--- src/rtl/comp_seq.sv ---
// Sequential magnitude comparator: walks WIDTH-bit operands DIGIT bits per clock,
// MSB digit first, stopping at the first differing digit. Result is {outf1,outf2,outf3} = {A>B, A==B, A<B}.
module comp_seq #(
  parameter int WIDTH = 8,
  parameter int DIGIT = 2
) (
  input  logic             clk,
  input  logic             rst,
  input  logic             start,
  input  logic             signed_mode,
  input  logic [WIDTH-1:0] ina,
  input  logic [WIDTH-1:0] inb,
  output logic             busy,
  output logic             done,
  output logic             outf1,
  output logic             outf2,
  output logic             outf3
);

  localparam int N     = WIDTH / DIGIT;
  localparam int IDX_W = (N > 1) ? $clog2(N) : 1;

  if ((WIDTH < 1) || (DIGIT < 1) || (DIGIT > WIDTH) || ((WIDTH % DIGIT) != 0)) begin : g_param_check
    $error("comp_seq: illegal WIDTH/DIGIT combination");
  end

  typedef enum logic {
    IDLE    = 1'b0,
    COMPARE = 1'b1
  } state_t;

  state_t           state;
  state_t           state_n;
  logic [WIDTH-1:0] a_q;
  logic [WIDTH-1:0] b_q;
  logic [WIDTH-1:0] flip;
  logic [IDX_W-1:0] idx;
  logic [DIGIT-1:0] dig_a;
  logic [DIGIT-1:0] dig_b;
  logic [2:0]       res_n;
  logic             done_n;
  logic             load;
  logic             advance;

  assign busy  = (state == COMPARE);
  assign dig_a = a_q[WIDTH-1 -: DIGIT];
  assign dig_b = b_q[WIDTH-1 -: DIGIT];

  // Biasing the sign bit maps two's-complement order onto unsigned order.
  always_comb begin
    flip            = '0;
    flip[WIDTH-1]   = signed_mode;
  end

  always_comb begin
    state_n = state;
    done_n  = 1'b0;
    res_n   = {outf1, outf2, outf3};
    load    = 1'b0;
    advance = 1'b0;
    case (state)
      IDLE: begin
        if (start) begin
          load    = 1'b1;
          state_n = COMPARE;
        end
      end
      COMPARE: begin
        if (dig_a != dig_b) begin
          res_n   = (dig_a > dig_b) ? 3'b100 : 3'b001;
          done_n  = 1'b1;
          state_n = IDLE;
        end else if (idx == IDX_W'(N - 1)) begin
          res_n   = 3'b010;
          done_n  = 1'b1;
          state_n = IDLE;
        end else begin
          advance = 1'b1;
        end
      end
      default: state_n = IDLE;
    endcase
  end

  always_ff @(posedge clk) begin
    if (rst) begin
      state                 <= IDLE;
      done                  <= 1'b0;
      {outf1, outf2, outf3} <= 3'b000;
      a_q                   <= '0;
      b_q                   <= '0;
      idx                   <= '0;
    end else begin
      state                 <= state_n;
      done                  <= done_n;
      {outf1, outf2, outf3} <= res_n;
      if (load) begin
        a_q <= ina ^ flip;
        b_q <= inb ^ flip;
        idx <= '0;
      end else if (advance) begin
        a_q <= a_q << DIGIT;
        b_q <= b_q << DIGIT;
        idx <= idx + 1'b1;
      end
    end
  end

endmodule

--- config.mk ---
export PLATFORM = sky130hd
export DESIGN_NAME = comp_seq
export DESIGN_NICKNAME = d
export VERILOG_FILES = /design/src/rtl/comp_seq.sv
export SDC_FILE = /design/constraint.sdc
export NUM_CORES = 1
export LEC_CHECK = 0
export CAP_MARGIN = 40
export CELL_PAD_IN_SITES_DETAIL_PLACEMENT = 0
export CELL_PAD_IN_SITES_GLOBAL_PLACEMENT = 1
export CORE_UTILIZATION = 47
export CTS_BUF_LIST = sky130_fd_sc_hd__clkbuf_16
export CTS_CLUSTER_SIZE = 10
export DETAILED_ROUTE_END_ITERATION = 10
export DONT_BUFFER_PORTS = 1
export HOLD_SLACK_MARGIN = 0.08
export PLACE_DENSITY_LB_ADDON = 0.3
export SYNTH_ARGS = -nofsm -noshare
export SYNTH_HDL_FRONTEND = slang
export SYNTH_SLANG_ARGS = --single-unit
--- constraint.sdc ---
create_clock -name clk -period 2.83 [get_ports clk]
set_clock_uncertainty 0.1 [all_clocks]
set_input_delay 0.566 -clock clk [delete_from_list [all_inputs] [get_ports clk]]
set_output_delay 0.566 -clock clk [all_outputs]
set_load 0.02 [all_outputs]
Word level (Yosys, flattened, before mapping)
Cells that the tools add are included.
{ "totals": {"reg_bits": 23, "in_bits": 20} }
{ "classes": {"addsub": 1, "magnitude_cmp": 1, "n_eq_ne": 2, "muxes": 15, "n_bitwise": 3, "n_reduce_logical": 5} }
{ "op_table": {"columns": ["op", "n"], "rows": [
  ["two-way mux 8 bit", 4],
  ["bitwise XOR 8 bit", 2],
  ["two-way mux 3 bit", 3],
  ["two-way mux 1 bit", 7],
  ["nonzero test 2 bit", 2],
  ["OR reduction 2 bit", 2],
  ["adder 2 x 1 -> 2 bit, second input constant", 1],
  ["== test 2 bit, second input constant", 1],
  ["greater-than comparator 2 bit", 1],
  ["!= test 2 bit", 1],
  ["one-hot mux 1 bit (2 select lines)", 1],
  ["AND reduction 2 bit", 1],
  ["NOT 1 bit", 1]
]} }

Longest topological paths before layout
Gate-level depths: netlist of the first run.
{ "logic_depth": {"word_depth": 6, "depth_mapped": 7, "depth_no_buf": 5} }

Worst setup path after synthesis of the first run
OpenSTA, ideal clock, no wires.
{ "synth_path": {"path_kind": "flip-flop to flip-flop", "startpoint": "reg b_q[7]", "endpoint": "reg a_q[5]", "setup_time_ns": 0.132, "arrival_ns": 1.355, "t_required_ns": 2.598, "setup_slack_ns": 1.243, "stages_incl_launch_ff": 8, "path_buffers": 2, "cell_sequence": "dfxtp_1 inv_1 ha_1 and4b_1 buf_2 buf_4 a22oi_1 a21oi_1"} }
{ "synth_between": {"elab_chain_len": 4} }
{ "synth_rtl": {"columns": ["element", "line_no", "source"], "rows": [
  ["from (decl)", "35", "logic [WIDTH-1:0] b_q;"],
  ["from (signal assigned)", "99", "b_q <= inb ^ flip;"],
  ["from (signal assigned)", "103", "b_q <= b_q << DIGIT;"],
  ["!= test 2 bit", "69", "if (dig_a != dig_b) begin"],
  ["two-way mux 1 bit", "69", null],
  ["two-way mux 1 bit", "61", "case (state)"],
  ["nonzero test 2 bit (no source line)", null, null],
  ["to (signal assigned)", "98", "a_q <= ina ^ flip;"],
  ["to (signal assigned)", "102", "a_q <= a_q << DIGIT;"],
  ["to (decl)", "34", "logic [WIDTH-1:0] a_q;"]
]} }
No other way between the ends.
A chain may end at the register's enable or synchronous reset.

Final worst setup path of the first run
{ "layout_path": {"startpoint": "reg b_q[7]", "endpoint": "reg b_q[0]"} }
{ "layout_between": {"elab_chain_len": 4} }
{ "layout_rtl": {"columns": ["element", "line_no"], "rows": [
  ["!= test 2 bit", "69"],
  ["two-way mux 1 bit", "69"],
  ["two-way mux 1 bit", "61"],
  ["nonzero test 2 bit (no source line)", null]
]} }
No other way between the ends.

==> flow_metrics.py, run 1 <==
metrics = {
    "detailed_routing": {
        "vias": 773,
        "wl_per_cell_um": 14.1,
        "first_pass_iters": 4,
        "wl_um": 1880,
        "viasPerCell": 5.81,
        "drc": 0,
        "antenna_left": 0,
        "drtIter0Drc": 12,
    },
    "grt": {
        "grt_pass1_wl_um": 2770,
        "antenna_found_initial": 0,
        "grt_pass1_vias": 640,
        "grt_overflow_total": 0,
        "grt_usage_pct": 17.7,
        "grt_start_max_net_pins": 26,
    },
    "placed_design": {
        "post_dp_cell_area_um2": 980,
        "place_ws_ps": 939,
        "place_congestion": 0.766,
        "port_buffers": 0,
    },
    "cts": {
        "cts_resized": 0,
        "cts_hold_buffers": 0,
        "path_clk_slew_ps": 60,
        "cts_tree": "built",
        "clk_latency_ps": 250,
        "clk_path_buf_depth": 2,
        "postCtsSetupBuffers": 0,
        "cts_root_buffer": "clkbuf_16",
        "cts_htree_levels": 1,
        "cts.sinks": 23,
        "numCtsBuffers": 3,
    },
    "worst_setup_path": {
        "path_depth": 5,
        "path_delay_family": "simple AND/OR/NAND/NOR gates",
        "start_kind": "flop",
        "crit_chain": "inv_1 -> ha_1 -> nand4b_1 -> nand3_1 -> a21oi_1",
        "path_buf_inv": 1,
        "slowest_delay_ps": 600,
        "required_ps": 2870,
        "arrival_ps": 1950,
        "r2r_slack_ps": 920,
        "slowest_stage": "nand4b_1",
        "critPathKind": "flop to flop",
        "reg2reg_from": "b_q[7]",
        "r2r_cells": 5,
        "cp_max_fo": 17,
        "worstSetupEndpointType": "flop",
        "rr_endpoint": "b_q[0]",
    },
    "synthesis": {
        "syn-num-nets": 133,
        "synth_area_leaders": "dfxtp_1 (47%), a21oi_1 (8.7%), a22oi_1 (8.4%)",
        "synth_top_cell_area_share_pct": 46.8,
        "yosysTopAreaCell": "dfxtp_1",
        "synthDistinctLibCells": 26,
        "postSynthAreaPerCell_um2": 8.94,
        "ys_ff_latch": 23,
        "synth_cells": 110,
        "ys_seq_area_share_pct": 46.8,
        "synth_most_common_cell": "dfxtp_1",
        "synth_enable_flop_cells": 0,
        "synth_top_flop_cell": "dfxtp_1",
        "ys_warn_count": 0,
        "async_reset_ff_share_pct": 0,
        "synth_commonest_cells": "dfxtp_1 (23), a21oi_1 (17), nand3_1 (15), a22oi_1 (11), buf_2 (6)",
        "netlist_area_um2": 983,
    },
    "power": {
        "pwr-share-comb_pct": 12.7,
        "p_per_area_nw_per_um2": 723,
        "vdd.ir_drop.worst_uv": 596,
        "p_total_mw": 0.767,
        "internal_power_mw": 0.578,
        "p_sw_mw": 0.189,
        "netSwitchingFraction_pct": 24.7,
        "clkPwrFrac_pct": 39.2,
        "power.leakage_nw": 0.374,
        "seqPwrFrac_pct": 48.1,
    },
    "timing": {
        "max_freq_ghz": 0.524,
        "fin_crit_ps": 1910,
        "fin_ws_ps": 920,
        "rsz0062_at_grt": "false",
        "period_share_pct": 67.5,
        "tightest_slew_ps": 723,
        "hold_viol": 0,
        "relSlewSlack_pct": 51.5,
        "setup_tns_ps": 0,
        "drv_slew": 0,
        "setup_viol": 0,
    },
    "cells_and_area": {
        "drive_gt1_share_pct": 5.66,
        "ff_latch_area_um2": 460,
        "fin_nets": 130,
        "fillerInstances": 213,
        "antennaDiodeCount": 0,
        "fin_area_um2": 1060,
        "syn2layout_area_growth_pct": 7.76,
        "multi_input_comb_area_um2": 470,
    },
    "floorplanning": {
        "die_area_um2": 2280,
        "core_area_um2": 1960,
        "ios": 25,
        "fp.dieH_um": 47.7,
        "die_x_um": 47.7,
        "num_rows": 16,
        "initial_utilization_pct": 50.1,
    },
    "hold_path": {
        "hold_path_depth": 1,
        "hp-class": "input port to flop",
        "min-delay-start": "rst",
        "min_to": "done",
    },
    "flow_run": {
        "max_cap_violations": 0,
    },
    "run_status": {
        "status": "complete, no violations",
    },
}
[worst max path at each step]
stage            from  endpoint
5_1_grt        b_q[7]    b_q[0]
3_5_place_dp   b_q[7]    b_q[1]
6_report       b_q[7]    b_q[0]
2_1_floorplan  b_q[7]    a_q[5]
4_1_cts        b_q[7]    b_q[0]
3_3_place_gp   b_q[7]    a_q[6]
[worst reg2reg max path: stages, from the launching register on]
cell      delay, ps
dfxtp_1         330
inv_1            40
ha_1            340
nand4b_1        600
nand3_1         310
a21oi_1          90
[power by group through the flow]
| stage | Sequential [mW] | Clock (mW) | Combinational [mW] |
|---|---|---|---|
| 2_1_floorplan | 0.372 | 0 | 0.0905 |
| 3_3_place_gp | 0.375 | 0 | 0.0955 |
| 3_5_place_dp | 0.376 | 0 | 0.0978 |
| 4_1_cts | 0.369 | 0.307 | 0.0982 |
| 5_1_grt | 0.372 | 0.318 | 0.109 |
| 6_report | 0.369 | 0.300 | 0.0975 |
[state kept, by name, summed over array words and instances (netlist names)]
signal  count
idx         2
done        1
a_q         8
outf3       1
b_q         8
outf1       1
outf2       1
busy        1
[cell type report]
class / count / area share (%)
Multi-Input combinational cell: 76 / 44.4
Sequential cell: 23 / 43.4
Clock buffer: 3 / 7.08
Tap cell: 27 / 3.19
Timing Repair Buffer: 1 / 0.708
Inverter: 2 / 0.708
Clock inverter: 1 / 0.472
[through the flow]
stage	instances	hold WS (ps)	util (%)
6_report	133	278	54.0
5_1_grt	133	268	54.0
4_1_cts	133	271	54.0
3_5_place_dp	129	353	49.9
3_3_place_gp	129	349	49.9
2_1_floorplan	110	348	-
[layer usage]
metal / up-vias / global-route usage, % / share of wire, %
met4: 0 / 1.67 / 0.32
met1: 359 / 22.6 / 46
li1: 389 / - / -
met2: 23 / 28.9 / 45
met3: 2 / 7.55 / 8.7
met5: - / 0 / 0
[cells by family (layout without fill, tap and decap cells)]
family,count (synthesis),count (layout),synth area share [%]
mux,1,1,1.02
fa+ha+maj,3,3,3.82
compound gates,33,33,20.6
xor+xnor,3,3,2.67
simple gates,36,36,19.7
flops,23,23,46.8
buf+inv,11,7,5.34
[cell usage in the layout, fill, tap and decap left out, types with 2 or more instances in the layout]
| cell type | n |
|---|---|
| ha_1 | 3 |
| nand2_1 | 5 |
| clkbuf_16 | 3 |
| nand2b_1 | 3 |
| a22oi_1 | 11 |
| nand3_1 | 15 |
| nor2_1 | 2 |
| inv_1 | 2 |
| a21oi_1 | 17 |
| nor2b_1 | 3 |
| xor2_1 | 2 |
| nor3_1 | 4 |
| dfxtp_1 | 23 |
Note: power is estimated with default switching activity, not from simulation.
==> inputs of run 2 (changes only) <==
--- a/config.mk
+++ b/config.mk
@@ -8,7 +8,7 @@
 export CAP_MARGIN = 40
 export CELL_PAD_IN_SITES_DETAIL_PLACEMENT = 0
 export CELL_PAD_IN_SITES_GLOBAL_PLACEMENT = 1
-export CORE_UTILIZATION = 47
+export CORE_UTILIZATION = 44
 export CTS_BUF_LIST = sky130_fd_sc_hd__clkbuf_16
 export CTS_CLUSTER_SIZE = 10
 export DETAILED_ROUTE_END_ITERATION = 10
==> constraint.sdc (replaced) <==
create_clock -name clk -period 1.78 [get_ports clk]
set_clock_uncertainty 0.1 [all_clocks]
set_input_delay 0.356 -clock clk [delete_from_list [all_inputs] [get_ports clk]]
set_output_delay 0.356 -clock clk [all_outputs]
set_load 0.02 [all_outputs]
==> run 2 against run 1 <==
Against the previous run:
- sequential power up 58%
- total power rose by 63%
- critical path depth increased by 1
- largest cell class unchanged
- via count is 4.4% higher
==> flow_metrics.py, run 2 (synthesized netlist as in run 1, its figures left out) <==
metrics = {
    "cells_and_area": {
        "drive_gt1_share_pct": 9.82,
        "fin_util_pct": 54.8,
        "fillerInstances": 184,
        "final_common_cell": "dfxtp_1",
        "ff_latch_area_um2": 460,
        "syn2layout_area_growth_pct": 12.6,
        "multi_input_comb_area_um2": 470,
        "mostFrequentLayoutCells": "dfxtp_1 (23), a21oi_1 (17), nand3_1 (15)",
        "reg.largest.list": "a_q (8), b_q (8), idx (2)",
        "antennaDiodeCount": 0,
        "fin_nets": 136,
    },
    "grt": {
        "grt_pass1_vias": 748,
        "grt_use_met1_pct": 23.7,
        "grt_overflow_total": 0,
        "grt_pass1_wl_um": 3330,
        "met2_usage_pct": 27.9,
        "grt_start_max_net_pins": 22,
        "grt_usage_pct": 17.9,
        "groute.layer.met3.usage_pct": 3.74,
        "grt_busiest_layer": "met2",
        "antenna_found_initial": 0,
    },
    "power": {
        "power.leakage_nw": 0.402,
        "p_total_mw": 1.25,
        "vdd.ir_drop.worst_uv": 524,
        "p_per_area_nw_per_um2": 1130,
    },
    "timing": {
        "drv_slew": 0,
        "hold_viol": 0,
        "max_freq_ghz": 0.610,
        "setup_tns_ps": 0,
        "relSlewSlack_pct": 48.8,
        "fin_crit_ps": 1640,
        "setup_viol": 0,
        "tightest_slew_ps": 766,
        "period_share_pct": 92.2,
        "rsz0062_at_grt": "false",
    },
    "worst_setup_path": {
        "start_kind": "flop",
        "cp_max_fo": 14,
        "reg2reg_from": "a_q[6]",
        "arrival_ps": 1640,
        "r2r_slack_ps": 140,
        "r2r_cells": 6,
        "worstSetupEndpointType": "flop",
        "rr_endpoint": "b_q[3]",
        "critPathKind": "flop to flop",
        "worstSetupStartpoint": "a_q[6]",
        "required_ps": 1780,
    },
    "floorplanning": {
        "ios": 25,
        "die_area_um2": 2430,
        "die_x_um": 49.3,
        "core_area_um2": 2020,
        "initial_utilization_pct": 48.6,
        "num_rows": 16,
        "fp.dieH_um": 49.3,
    },
    "flow_run": {
        "max_cap_violations": 0,
    },
    "placed_design": {
        "port_buffers": 0,
        "dpl.hpwl_um": 1280,
        "place_congestion": 0.748,
    },
    "detailed_routing": {
        "vias": 807,
        "wl_um": 1920,
        "drc": 0,
        "first_pass_iters": 4,
        "antenna_left": 0,
        "viasPerCell": 5.81,
        "drtIter0Drc": 27,
        "wl_per_cell_um": 13.8,
    },
    "cts": {
        "path_clk_slew_ps": 60,
        "clk_latency_ps": 250,
        "cts_htree_levels": 1,
        "postCtsSetupBuffers": 0,
        "cts_root_buffer": "clkbuf_16",
        "clk_path_buf_depth": 2,
        "cts.sinks": 23,
        "numCtsBuffers": 3,
        "cts_tree": "built",
    },
    "run_status": {
        "status": "complete, no violations",
    },
    "hold_path": {
        "hp-class": "input port to flop",
        "min_to": "outf1",
        "min-delay-start": "rst",
        "hold_path_depth": 1,
    },
}
[run 2: cell types whose count changed in the layout (fill, tap and decap cells not counted), sizes merged]
cell / previous run / this run
dlygate4sd3: 0 / 1
buf: 1 / 6
[run 2: worst max-delay path by stage]
stage	slack, ps	cells past startpoint	endpoint
floorplan	190	7	a_q[5]
global placement	210	6	b_q[3]
detailed placement	160	6	b_q[3]
CTS	120	6	b_q[3]
global route	30	6	a_q[6]
finish	140	6	b_q[3]
[run 2: repair_timing]
item	CTS	global route
endpoints found under the hold margin	21	0
gates resized for setup	0	0
hold buffers	1	0
[run 2: layout make-up]
cell class	instances	area share, %
Inverter	2	0.678
Clock inverter	1	0.452
Sequential cell	23	41.6
Timing Repair Buffer	7	4.97
Multi-Input combinational cell	76	42.5
Tap cell	27	3.05
Clock buffer	3	6.78
[run 2: stage by stage]
| step | hold slack (ps) | setup WS [ps] | instance area [um2] | std cells |
|---|---|---|---|---|
| after floorplan | 328 | 193 | 983 | 110 |
| after global placement | 328 | 212 | 1020 | 134 |
| after detailed placement | 329 | 160 | 1020 | 134 |
| after CTS | 113 | 119 | 1110 | 139 |
| after global routing | 116 | 26.3 | 1110 | 139 |
| final | 116 | 140 | 1110 | 139 |
[run 2: per-layer routing]
layer,share of wire (%),wire length (um),up-vias
met3,5.4,103,2
met4,0.62,12,0
met5,0,0,-
li1,-,-,403
met1,50,957,381
met2,44,850,21
[run 2: critical path: stages (launching register included)]
cell	delay (ps)
dfxtp_1	330
inv_1	50
ha_1	340
and4b_1	200
buf_4	190
a22oi_1	180
a21oi_1	90
[run 2: power breakdown]
part | leakage (nW) | switching (mW) | internal (mW)
logic | 0.173 | 0.107 | 0.0794
clock network | 0.0409 | 0.177 | 0.302
registers | 0.188 | 0.0287 | 0.554
total | 0.402 | 0.312 | 0.935
